**src/rtl/alu_req_arbiter_if.sv**
```systemverilog
// Bundle between two ALU requesters, the shared ALU and the response consumer.
// slave = arbiter side, master = client/environment side.
interface alu_req_arbiter_if #(
    parameter int W = 4
);
    logic         req0_valid, req0_ready;
    logic [2:0]   req0_op;
    logic [W-1:0] req0_a, req0_b;
    logic         req1_valid, req1_ready;
    logic [2:0]   req1_op;
    logic [W-1:0] req1_a, req1_b;
    logic [2:0]   alu_ch;
    logic [W-1:0] alu_a, alu_b, alu_f;
    logic         alu_zero, alu_over, alu_cout;
    logic         rsp_valid, rsp_ready, rsp_id;
    logic [W-1:0] rsp_f;
    logic         rsp_zero, rsp_over, rsp_cout, rsp_err;

    modport slave (
        input  req0_valid, req0_op, req0_a, req0_b,
        input  req1_valid, req1_op, req1_a, req1_b,
        input  alu_f, alu_zero, alu_over, alu_cout, rsp_ready,
        output req0_ready, req1_ready, alu_ch, alu_a, alu_b,
        output rsp_valid, rsp_id, rsp_f, rsp_zero, rsp_over, rsp_cout, rsp_err
    );

    modport master (
        output req0_valid, req0_op, req0_a, req0_b,
        output req1_valid, req1_op, req1_a, req1_b,
        output alu_f, alu_zero, alu_over, alu_cout, rsp_ready,
        input  req0_ready, req1_ready, alu_ch, alu_a, alu_b,
        input  rsp_valid, rsp_id, rsp_f, rsp_zero, rsp_over, rsp_cout, rsp_err
    );
endinterface

```
**src/rtl/alu_req_arbiter.sv**
```systemverilog
// Two-requester arbiter in front of one combinational ALU: grant, one EXEC cycle,
// then a held, tagged response. Op 3'b010 is rejected without touching the ALU.
module alu_req_arbiter #(
    parameter int W     = 4,
    parameter bit RR_EN = 1'b1
) (
    input  logic              clk,
    input  logic              rst_n,
    alu_req_arbiter_if.slave  bus
);
    localparam logic [2:0] OP_ILLEGAL = 3'b010;

    typedef enum logic [1:0] {IDLE, EXEC, RESP} state_t;

    state_t       state_q, state_d;
    logic         rr_q, rr_d;
    logic [2:0]   ch_q, ch_d;
    logic [W-1:0] a_q, a_d, b_q, b_d;
    logic         id_q, id_d;
    logic         rid_q, rid_d;
    logic [W-1:0] f_q, f_d;
    logic         zero_q, zero_d, over_q, over_d, cout_q, cout_d, err_q, err_d;

    logic [1:0]          vld, gnt;
    logic [1:0][2:0]     op;
    logic [1:0][W-1:0]   opa, opb;
    logic                win;

    assign vld = {bus.req1_valid, bus.req0_valid};
    assign op  = {bus.req1_op, bus.req0_op};
    assign opa = {bus.req1_a, bus.req0_a};
    assign opb = {bus.req1_b, bus.req0_b};

    // Ties go to the rr pointer side, or always to req0 in fixed-priority mode.
    always_comb begin
        win = 1'b0;
        if (vld == 2'b11) win = RR_EN ? rr_q : 1'b0;
        else              win = vld[1];
    end

    always_comb begin
        state_d = state_q;
        rr_d    = rr_q;
        ch_d    = ch_q;
        a_d     = a_q;
        b_d     = b_q;
        id_d    = id_q;
        rid_d   = rid_q;
        f_d     = f_q;
        zero_d  = zero_q;
        over_d  = over_q;
        cout_d  = cout_q;
        err_d   = err_q;
        gnt     = 2'b00;
        case (state_q)
            IDLE: begin
                if (|vld) begin
                    gnt[win] = 1'b1;
                    id_d     = win;
                    if (RR_EN) rr_d = ~win;
                    if (op[win] == OP_ILLEGAL) begin
                        state_d = RESP;
                        rid_d   = win;
                        f_d     = '0;
                        zero_d  = 1'b0;
                        over_d  = 1'b0;
                        cout_d  = 1'b0;
                        err_d   = 1'b1;
                    end else begin
                        // ALU regs load only for legal ops so they stay quiet otherwise.
                        state_d = EXEC;
                        ch_d    = op[win];
                        a_d     = opa[win];
                        b_d     = opb[win];
                    end
                end
            end
            EXEC: begin
                f_d     = bus.alu_f;
                zero_d  = bus.alu_zero;
                over_d  = bus.alu_over;
                cout_d  = bus.alu_cout;
                err_d   = 1'b0;
                rid_d   = id_q;
                state_d = RESP;
            end
            RESP: begin
                if (bus.rsp_ready) state_d = IDLE;
            end
            default: state_d = IDLE;
        endcase
    end

    always_ff @(posedge clk or negedge rst_n) begin
        if (!rst_n) begin
            state_q <= IDLE;
            rr_q    <= 1'b0;
            ch_q    <= '0;
            a_q     <= '0;
            b_q     <= '0;
            id_q    <= 1'b0;
            rid_q   <= 1'b0;
            f_q     <= '0;
            zero_q  <= 1'b0;
            over_q  <= 1'b0;
            cout_q  <= 1'b0;
            err_q   <= 1'b0;
        end else begin
            state_q <= state_d;
            rr_q    <= rr_d;
            ch_q    <= ch_d;
            a_q     <= a_d;
            b_q     <= b_d;
            id_q    <= id_d;
            rid_q   <= rid_d;
            f_q     <= f_d;
            zero_q  <= zero_d;
            over_q  <= over_d;
            cout_q  <= cout_d;
            err_q   <= err_d;
        end
    end

    assign bus.req0_ready = gnt[0];
    assign bus.req1_ready = gnt[1];
    assign bus.alu_ch     = ch_q;
    assign bus.alu_a      = a_q;
    assign bus.alu_b      = b_q;
    assign bus.rsp_valid  = (state_q == RESP);
    assign bus.rsp_id     = rid_q;
    assign bus.rsp_f      = f_q;
    assign bus.rsp_zero   = zero_q;
    assign bus.rsp_over   = over_q;
    assign bus.rsp_cout   = cout_q;
    assign bus.rsp_err    = err_q;
endmodule
```
**src/flat_wrapper.sv**
```systemverilog
// flat-port wrapper written by rule: the top's interface ports become plain ports
module alu_req_arbiter_flat 
#(
    parameter int W     = 4,
    parameter bit RR_EN = 1'b1
)
  (clk, rst_n, bus_req0_valid, bus_req0_op, bus_req0_a, bus_req0_b, bus_req1_valid, bus_req1_op, bus_req1_a, bus_req1_b, bus_alu_f, bus_alu_zero, bus_alu_over, bus_alu_cout, bus_rsp_ready, bus_req0_ready, bus_req1_ready, bus_alu_ch, bus_alu_a, bus_alu_b, bus_rsp_valid, bus_rsp_id, bus_rsp_f, bus_rsp_zero, bus_rsp_over, bus_rsp_cout, bus_rsp_err);
  alu_req_arbiter_if #(.W(W)) bus_i ();
  input  logic clk;
  input  logic rst_n;
  input wire logic [$bits(bus_i.req0_valid)-1:0] bus_req0_valid;
  input wire logic [$bits(bus_i.req0_op)-1:0] bus_req0_op;
  input wire logic [$bits(bus_i.req0_a)-1:0] bus_req0_a;
  input wire logic [$bits(bus_i.req0_b)-1:0] bus_req0_b;
  input wire logic [$bits(bus_i.req1_valid)-1:0] bus_req1_valid;
  input wire logic [$bits(bus_i.req1_op)-1:0] bus_req1_op;
  input wire logic [$bits(bus_i.req1_a)-1:0] bus_req1_a;
  input wire logic [$bits(bus_i.req1_b)-1:0] bus_req1_b;
  input wire logic [$bits(bus_i.alu_f)-1:0] bus_alu_f;
  input wire logic [$bits(bus_i.alu_zero)-1:0] bus_alu_zero;
  input wire logic [$bits(bus_i.alu_over)-1:0] bus_alu_over;
  input wire logic [$bits(bus_i.alu_cout)-1:0] bus_alu_cout;
  input wire logic [$bits(bus_i.rsp_ready)-1:0] bus_rsp_ready;
  output wire logic [$bits(bus_i.req0_ready)-1:0] bus_req0_ready;
  output wire logic [$bits(bus_i.req1_ready)-1:0] bus_req1_ready;
  output wire logic [$bits(bus_i.alu_ch)-1:0] bus_alu_ch;
  output wire logic [$bits(bus_i.alu_a)-1:0] bus_alu_a;
  output wire logic [$bits(bus_i.alu_b)-1:0] bus_alu_b;
  output wire logic [$bits(bus_i.rsp_valid)-1:0] bus_rsp_valid;
  output wire logic [$bits(bus_i.rsp_id)-1:0] bus_rsp_id;
  output wire logic [$bits(bus_i.rsp_f)-1:0] bus_rsp_f;
  output wire logic [$bits(bus_i.rsp_zero)-1:0] bus_rsp_zero;
  output wire logic [$bits(bus_i.rsp_over)-1:0] bus_rsp_over;
  output wire logic [$bits(bus_i.rsp_cout)-1:0] bus_rsp_cout;
  output wire logic [$bits(bus_i.rsp_err)-1:0] bus_rsp_err;
  assign bus_i.req0_valid = bus_req0_valid;
  assign bus_i.req0_op = bus_req0_op;
  assign bus_i.req0_a = bus_req0_a;
  assign bus_i.req0_b = bus_req0_b;
  assign bus_i.req1_valid = bus_req1_valid;
  assign bus_i.req1_op = bus_req1_op;
  assign bus_i.req1_a = bus_req1_a;
  assign bus_i.req1_b = bus_req1_b;
  assign bus_i.alu_f = bus_alu_f;
  assign bus_i.alu_zero = bus_alu_zero;
  assign bus_i.alu_over = bus_alu_over;
  assign bus_i.alu_cout = bus_alu_cout;
  assign bus_i.rsp_ready = bus_rsp_ready;
  assign bus_req0_ready = bus_i.req0_ready;
  assign bus_req1_ready = bus_i.req1_ready;
  assign bus_alu_ch = bus_i.alu_ch;
  assign bus_alu_a = bus_i.alu_a;
  assign bus_alu_b = bus_i.alu_b;
  assign bus_rsp_valid = bus_i.rsp_valid;
  assign bus_rsp_id = bus_i.rsp_id;
  assign bus_rsp_f = bus_i.rsp_f;
  assign bus_rsp_zero = bus_i.rsp_zero;
  assign bus_rsp_over = bus_i.rsp_over;
  assign bus_rsp_cout = bus_i.rsp_cout;
  assign bus_rsp_err = bus_i.rsp_err;
  alu_req_arbiter #(.W(W), .RR_EN(RR_EN)) u_core (.clk(clk), .rst_n(rst_n), .bus(bus_i));
endmodule
```
**config.mk**
```make
export PLATFORM = sky130hd
export DESIGN_NAME = alu_req_arbiter_flat
export DESIGN_NICKNAME = d
export VERILOG_FILES = /design/src/rtl/alu_req_arbiter_if.sv /design/src/rtl/alu_req_arbiter.sv /design/src/flat_wrapper.sv
export SDC_FILE = /design/constraint.sdc
export NUM_CORES = 1
export LEC_CHECK = 0
export BUFFER_PORTS_ARGS = -buffer_cell sky130_fd_sc_hd__buf_2
export CAP_MARGIN = 0
export CORE_MARGIN = 10
export CORE_UTILIZATION = 48
export DETAILED_ROUTE_END_ITERATION = 8
export GPL_TIMING_DRIVEN = 0
export PLACE_DENSITY = 0.81
export SLEW_MARGIN = 25
export SYNTH_ARGS = -nofsm -noshare
export SYNTH_HDL_FRONTEND = slang
export SYNTH_SLANG_ARGS = --single-unit
```
**constraint.sdc**
```tcl
create_clock -name clk -period 3.8 [get_ports clk]
set_clock_uncertainty 0.15 [all_clocks]
set_input_delay 0.38 -clock clk [delete_from_list [all_inputs] [get_ports clk]]
set_output_delay 0.38 -clock clk [all_outputs]
set_load 0.05 [all_outputs]
```
==> qor.yml, run 1 <==
finalCritPeriodShare_pct: 61.1
crit_slowest_cell: "dfrtp_1"
first_pass_iters: 4
ant_nets: 0
routed-via-count: 919
yosysSeqAreaShare_pct: 53.3
tightest_slew_ns: 0.553
cpMostUsedCell: "buf_2"
max_freq_mhz: 431
die_h_um: 68.5
async_reset_ff_share_pct: 100
grt_max_degree: 25
ys.flop_type: "dfrtp_1"
die-area_sq_um: 4690
die_w_um: 68.5
yosys.area_share.xor_xnor_pct: 0
first_iter_violations: 50
cpLargestDelayFamily: "buffers and inverters"
insertion_delay_ns: 0.33
cp_max_fo: 10
r2r-end: "u_core.bus.alu_b[2]"
port_buffers: 56
min_from: "bus_rsp_ready"
fin_crit_ns: 2.32
yosysUniqueCellTypes: 25
synth_top_family_by_area: "multiplexers"
r2r_slack_ns: 1.82
synth-edff-count: 0
holdPathEnd: "u_core.state_q[1]"
synthTopCellsByArea: "dfrtp_1, mux2_2, mux2_4, a22o_1, a2111oi_4"
cp.buffers_inverters: 2
synth-simple-area-share_pct: 6.10
r2r_cells: 6
htree_num_levels: 1
synth_top_cell_by_area: "dfrtp_1"
leakagePower_nw: 0.794
synth_compound_area_share_pct: 17.3
rsz0062_at_grt: "false"
max-slew-margin-rel_pct: 63.0
synth.most_common_cell: "dfrtp_1"
cap_violations: 0
p_per_area_nw_per_um2: 1030
synth_top_area_share_pct: 53.3
io_pins: 57
path_clk_slew_ns: 0.14
timing.hold.ws_ns: 0.0659
nNetsFinal: 182
design.core.area_sq_um: 2230
crit_required_ns: 3.27
cpPeakStageDelay_ns: 0.40
grt-ovfl-total: 0
rows: 17
antenna_found_initial: 0
cts_tree: "built"
hold_path.class: "in2reg"
synthAdderAreaFrac_pct: 0
gp_congestion: 0.744
drive_above_1_share_pct: 57.8
grt_pass1_wl_um: 4910
syn_area_sq_um: 1130
synth.net_count: 120
vias_per_cell: 5.25
yosysWarningCount: 0
path_cells: "nand2b_2 -> nand2_1 -> buf_2 -> nor3_1 -> buf_2"
setup_viol: 0
diodes: 0
arrival_ns: 1.79
worst_setup_path_start_kind: "flip-flop"
r2r_start: "u_core.state_q[1]"
peakVddDrop_v: 0.000555
dp_hpwl_um: 2460
synth.avg_cell_area_sq_um: 13.1
hold_viol: 0
initial_utilization_pct: 50.5
holdPathStages: 2
synth-seq-cells: 24
synthTopCellsByCount: "dfrtp_1, mux2_2, a22o_1"
synthMuxAreaShare_pct: 19.8
maxSlewViolCount: 0
status: "finished, final reports clean"
syn_inst: 86
root_buffer: "clkbuf_4"
drc: 0
first_global_vias: 1050
path_class: "reg2out"
clk_path_buf_depth: 2
endpoint_kind: "output pin"
wl_um: 3070
clkSinkCount: 24
synthToLayoutAreaGrowth_pct: 33.5
track_usage_pct: 14.0
setup_tns_ns: 0
cts_buffers: 3
routedWlPerCell_um: 17.5
[cell families (layout without fill, tap and decap cells)]
group	count (synthesis)	in the layout
buffers and inverters	8	69
and+or+nand+nor	13	13
muxes	18	18
AOI/OAI and AO/OA	23	23
DFF	24	24
[routing by layer]
layer  vias up  track usage, %  wire length [um]
met5         -               0                 0
met4         0            4.52                38
met3         5            5.87               260
met2        31            25.3              1690
met1       445            14.0              1090
li1        438               -                 -
[flip-flops by register name, indices dropped and copies added, names as in the netlist, 2 cells and up]
| signal | cells |
|---|---|
| u_core.bus.rsp_f | 4 |
| u_core.state_q | 2 |
| u_core.bus.alu_ch | 3 |
| u_core.bus.alu_a | 4 |
| u_core.bus.alu_b | 4 |
[metrics by stage]
step	total power [W]	setup slack (ns)	area, sq um	util (%)	cells
2_1_floorplan	0.00115	1.38	1130	-	86
3_3_place_gp	0.00134	1.80	1440	64.6	170
3_5_place_dp	0.00137	1.75	1440	64.6	170
4_1_cts	0.00156	1.47	1510	67.4	175
5_1_grt	0.00163	1.32	1510	67.4	175
6_report	0.00155	1.48	1510	67.4	175
[power breakdown]
part           internal [W]  total (W)  switching, W  leakage, nW
Sequential         0.000379   0.000449     0.0000704        0.292
Clock              0.000107   0.000188     0.0000810       0.0279
Combinational      0.000283   0.000913      0.000630        0.474
[timing repair]
item,4_1_cts,5_1_grt
hold endpoints to repair,24,0
gates resized for setup,0,0
endpoints found under the setup margin,0,0
hold buffers,1,0
buffers inserted,0,0
[layout by cell type, fill, tap and decap left out, types with 2 or more instances in the layout]
master / instances
clkbuf_4: 3
mux2_2: 10
o22ai_1: 3
mux2i_1: 2
o21ai_0: 2
mux2_4: 6
nand2_1: 4
nand4_1: 2
a21oi_1: 2
dfrtp_1: 24
inv_1: 5
buf_2: 58
a22o_1: 7
nor2_1: 4
a2bb2oi_1: 2
[cell type report]
type                       count  area [sq um]
inverter                       5          18.8
clock inverter                 1          30.0
multi-input combinational     54           487
tap                           28          35.0
sequential                    24           601
clock buffer                   3          22.5
fill                         203           728
timing repair buffer          57           290
buffer                         3          21.3
[how the worst max path moves through the flow]
stage / start / cells after the start / to
global route: u_core.rr_q / 5 / bus_req1_ready
floorplan: u_core.rr_q / 4 / bus_req1_ready
CTS: u_core.rr_q / 5 / bus_req1_ready
finish: u_core.rr_q / 5 / bus_req1_ready
global placement: bus_req0_valid / 6 / bus_req1_ready
detailed placement: bus_req0_valid / 6 / bus_req1_ready
Power figures use the tool's default switching activity.
==> run 2, diff against run 1 <==
--- a/config.mk
+++ b/config.mk
@@ -8,10 +8,10 @@
 export BUFFER_PORTS_ARGS = -buffer_cell sky130_fd_sc_hd__buf_2
 export CAP_MARGIN = 0
 export CORE_MARGIN = 10
-export CORE_UTILIZATION = 48
+export CORE_UTILIZATION = 40
 export DETAILED_ROUTE_END_ITERATION = 8
 export GPL_TIMING_DRIVEN = 0
-export PLACE_DENSITY = 0.81
+export PLACE_DENSITY = 0.71
 export SLEW_MARGIN = 25
 export SYNTH_ARGS = -nofsm -noshare
 export SYNTH_HDL_FRONTEND = slang
==> constraint.sdc (replaced) <==
create_clock -name clk -period 2.03 [get_ports clk]
set_clock_uncertainty 0.15 [all_clocks]
set_input_delay 0.203 -clock clk [delete_from_list [all_inputs] [get_ports clk]]
set_output_delay 0.203 -clock clk [all_outputs]
set_load 0.05 [all_outputs]
==> qor.yml, run 2 (synthesis gave the netlist of run 1 again) <==
max-slew-margin-rel_pct: 64.1  # +1.1 points
worst_setup_path_start_kind: "flip-flop"
cpLargestDelayFamily: "simple AND/OR/NAND/NOR gates"
die_w_um: 73.1  # +6.8%
first_iter_violations: 28  # -44%
cp.buffers_inverters: 2  # unchanged
grt_pass1_wl_um: 5000  # +1.8%
setup_tns_ns: 0  # unchanged
endpoint_kind: "flip-flop"
cap_violations: 0  # unchanged
drive_above_1_share_pct: 57.1  # -0.77 points
cts_buffers: 3  # unchanged
nNetsFinal: 191  # +4.9%
setup_viol: 0  # unchanged
tightest_slew_ns: 0.537  # -0.0163 ns
root_buffer: "clkbuf_4"
crit_required_ns: 2.08  # -1.19 ns
r2r_cells: 6  # unchanged
holdPathStages: 3  # +1
io_pins: 57  # unchanged
arrival_ns: 1.94  # +0.15 ns
port_buffers: 56  # unchanged
maxSlewViolCount: 0  # unchanged
routedWlPerCell_um: 17.0  # -3.3%
gp_congestion: 0.786  # +5.7%
status: "finished, final reports clean"
ant_nets: 0  # unchanged
wl_met3_um: 214  # -18%
dp_hpwl_um: 2430  # -0.92%
peakVddDrop_v: 0.00112  # +100%
cpPeakStageDelay_ns: 0.38  # -0.02 ns
initial_utilization_pct: 41.2  # -9.2 points
drc: 0  # unchanged
layout_common_cells: "buf_2, dfrtp_1, mux2_2"
dr.max_layer_used: "met4"
die_h_um: 73.1  # +6.8%
first_pass_iters: 4  # unchanged
route.met2.wl_um: 1800  # +6.8%
hold_viol: 0  # unchanged
min_from: "bus_req1_op[2]"
finalCritPeriodShare_pct: 93.1
max_freq_mhz: 529
wl_um: 3170  # +3.4%
path_class: "reg2reg"
design.core.area_sq_um: 2730  # +22%
cp_max_fo: 10  # unchanged
rsz0062_at_grt: "false"
routed-via-count: 952  # +3.6%
diodes: 0  # unchanged
die-area_sq_um: 5340  # +14%
grt-ovfl-total: 0  # unchanged
rows: 19  # +2
htree_num_levels: 1  # unchanged
path_clk_slew_ns: 0.13  # about the same
grt_max_degree: 25  # unchanged
p_per_area_nw_per_um2: 1770  # +72%
path_cells: "buf_2 -> nor2_2 -> o21ai_2 -> nor3b_4 -> buf_6 -> mux2_4"
first_global_vias: 1062  # +1.1%
antenna_found_initial: 0  # unchanged
track_usage_pct: 11.7  # -2.2 points
vias_per_cell: 5.09  # -3.1%
wl_met1_um: 1140  # +5.4%
crit_slowest_cell: "dfrtp_1"
cts_tree: "built"
leakagePower_nw: 0.832  # +4.7%
r2r_start: "u_core.state_q[1]"
r2r-end: "u_core.bus.alu_a[1]"
fillers: 230  # +13%
holdPathEnd: "u_core.bus.alu_ch[2]"
synthToLayoutAreaGrowth_pct: 43.3
timing.hold.ws_ns: 0.0645  # -0.00136 ns
r2r_slack_ns: 0.14  # -1.68 ns
hold_path.class: "in2reg"
clkSinkCount: 24  # unchanged
layout_commonest_cell: "buf_2"
clk_path_buf_depth: 2  # unchanged
fin_crit_ns: 1.89
insertion_delay_ns: 0.30  # -0.03 ns
==> run 2: changes by cell type in the layout (fill, tap and decap cells not counted), sizes merged <==
cell | before | now
dlygate4sd3 | 1 | 9
buf | 59 | 60
bufinv | 1 | 0
clkbuf | 3 | 4
==> run 2: what timing repair did <==
item	in CTS	in global routing
cloned	0	0
hold endpoints to repair	32	0
hold buffers	9	0
resized for setup	1	9
buffers inserted	0	1
setup endpoints to repair	1	8
==> run 2: report_power, final <==
| group | internal (W) | leakage, nW | switching, W |
|---|---|---|---|
| registers | 0.000709 | 0.292 | 0.000135 |
| logic | 0.000580 | 0.519 | 0.00120 |
| clock network | 0.000109 | 0.0210 | 0.000137 |
==> run 2: how the worst max path moves through the flow <==
| stage | startpoint | endpoint | slack, ns | depth (start not counted) |
|---|---|---|---|---|
| finish | u_core.state_q[1] | u_core.bus.alu_a[1] | 0.14 | 6 |
| global placement | u_core.state_q[1] | u_core.bus.alu_a[3] | 0.1 | 6 |
| CTS | u_core.rr_q | bus_req1_ready | 0.01 | 5 |
| detailed placement | u_core.state_q[1] | u_core.bus.alu_a[1] | 0.09 | 6 |
| floorplan | u_core.state_q[1] | u_core.rr_q | 0.09 | 5 |
| global route | u_core.rr_q | bus_req1_ready | 0.03 | 5 |
==> run 2: tightest hold or removal path, cell delays in order <==
cell	delay [ns]
buf_2	0.09
mux2i_1	0.06
o22ai_1	0.13
==> run 2: metal layers <==
| layer | GRT usage (%) | vias up |
|---|---|---|
| li1 | - | 461 |
| met1 | 12.4 | 468 |
| met2 | 21.7 | 21 |
| met3 | 3.95 | 2 |
| met4 | 2.53 | 0 |
| met5 | 0 | - |
==> run 2: cell type report <==
| type | count | area, sq um | share of cell area [%] |
|---|---|---|---|
| flip-flops and latches | 24 | 601 | 37.2 |
| multi-input cells | 54 | 510 | 31.6 |
| repair buffers | 66 | 387 | 23.9 |
| well taps | 31 | 38.8 | 2.40 |
| clock buffers | 4 | 36.3 | 2.25 |
| plain buffers | 3 | 23.8 | 1.47 |
| inverters | 5 | 18.8 | 1.16 |
==> run 2: through the flow <==
stage	total power [W]	cell area, sq um	utilization [%]	setup slack, ns	instances
2_1_floorplan	0.00216	1130	-	0.0894	86
3_3_place_gp	0.00252	1450	53.1	0.0986	173
3_5_place_dp	0.00257	1450	53.1	0.0896	173
4_1_cts	0.00283	1580	57.8	0.0125	186
5_1_grt	0.00303	1620	59.1	0.0328	187
6_report	0.00287	1620	59.1	0.140	187
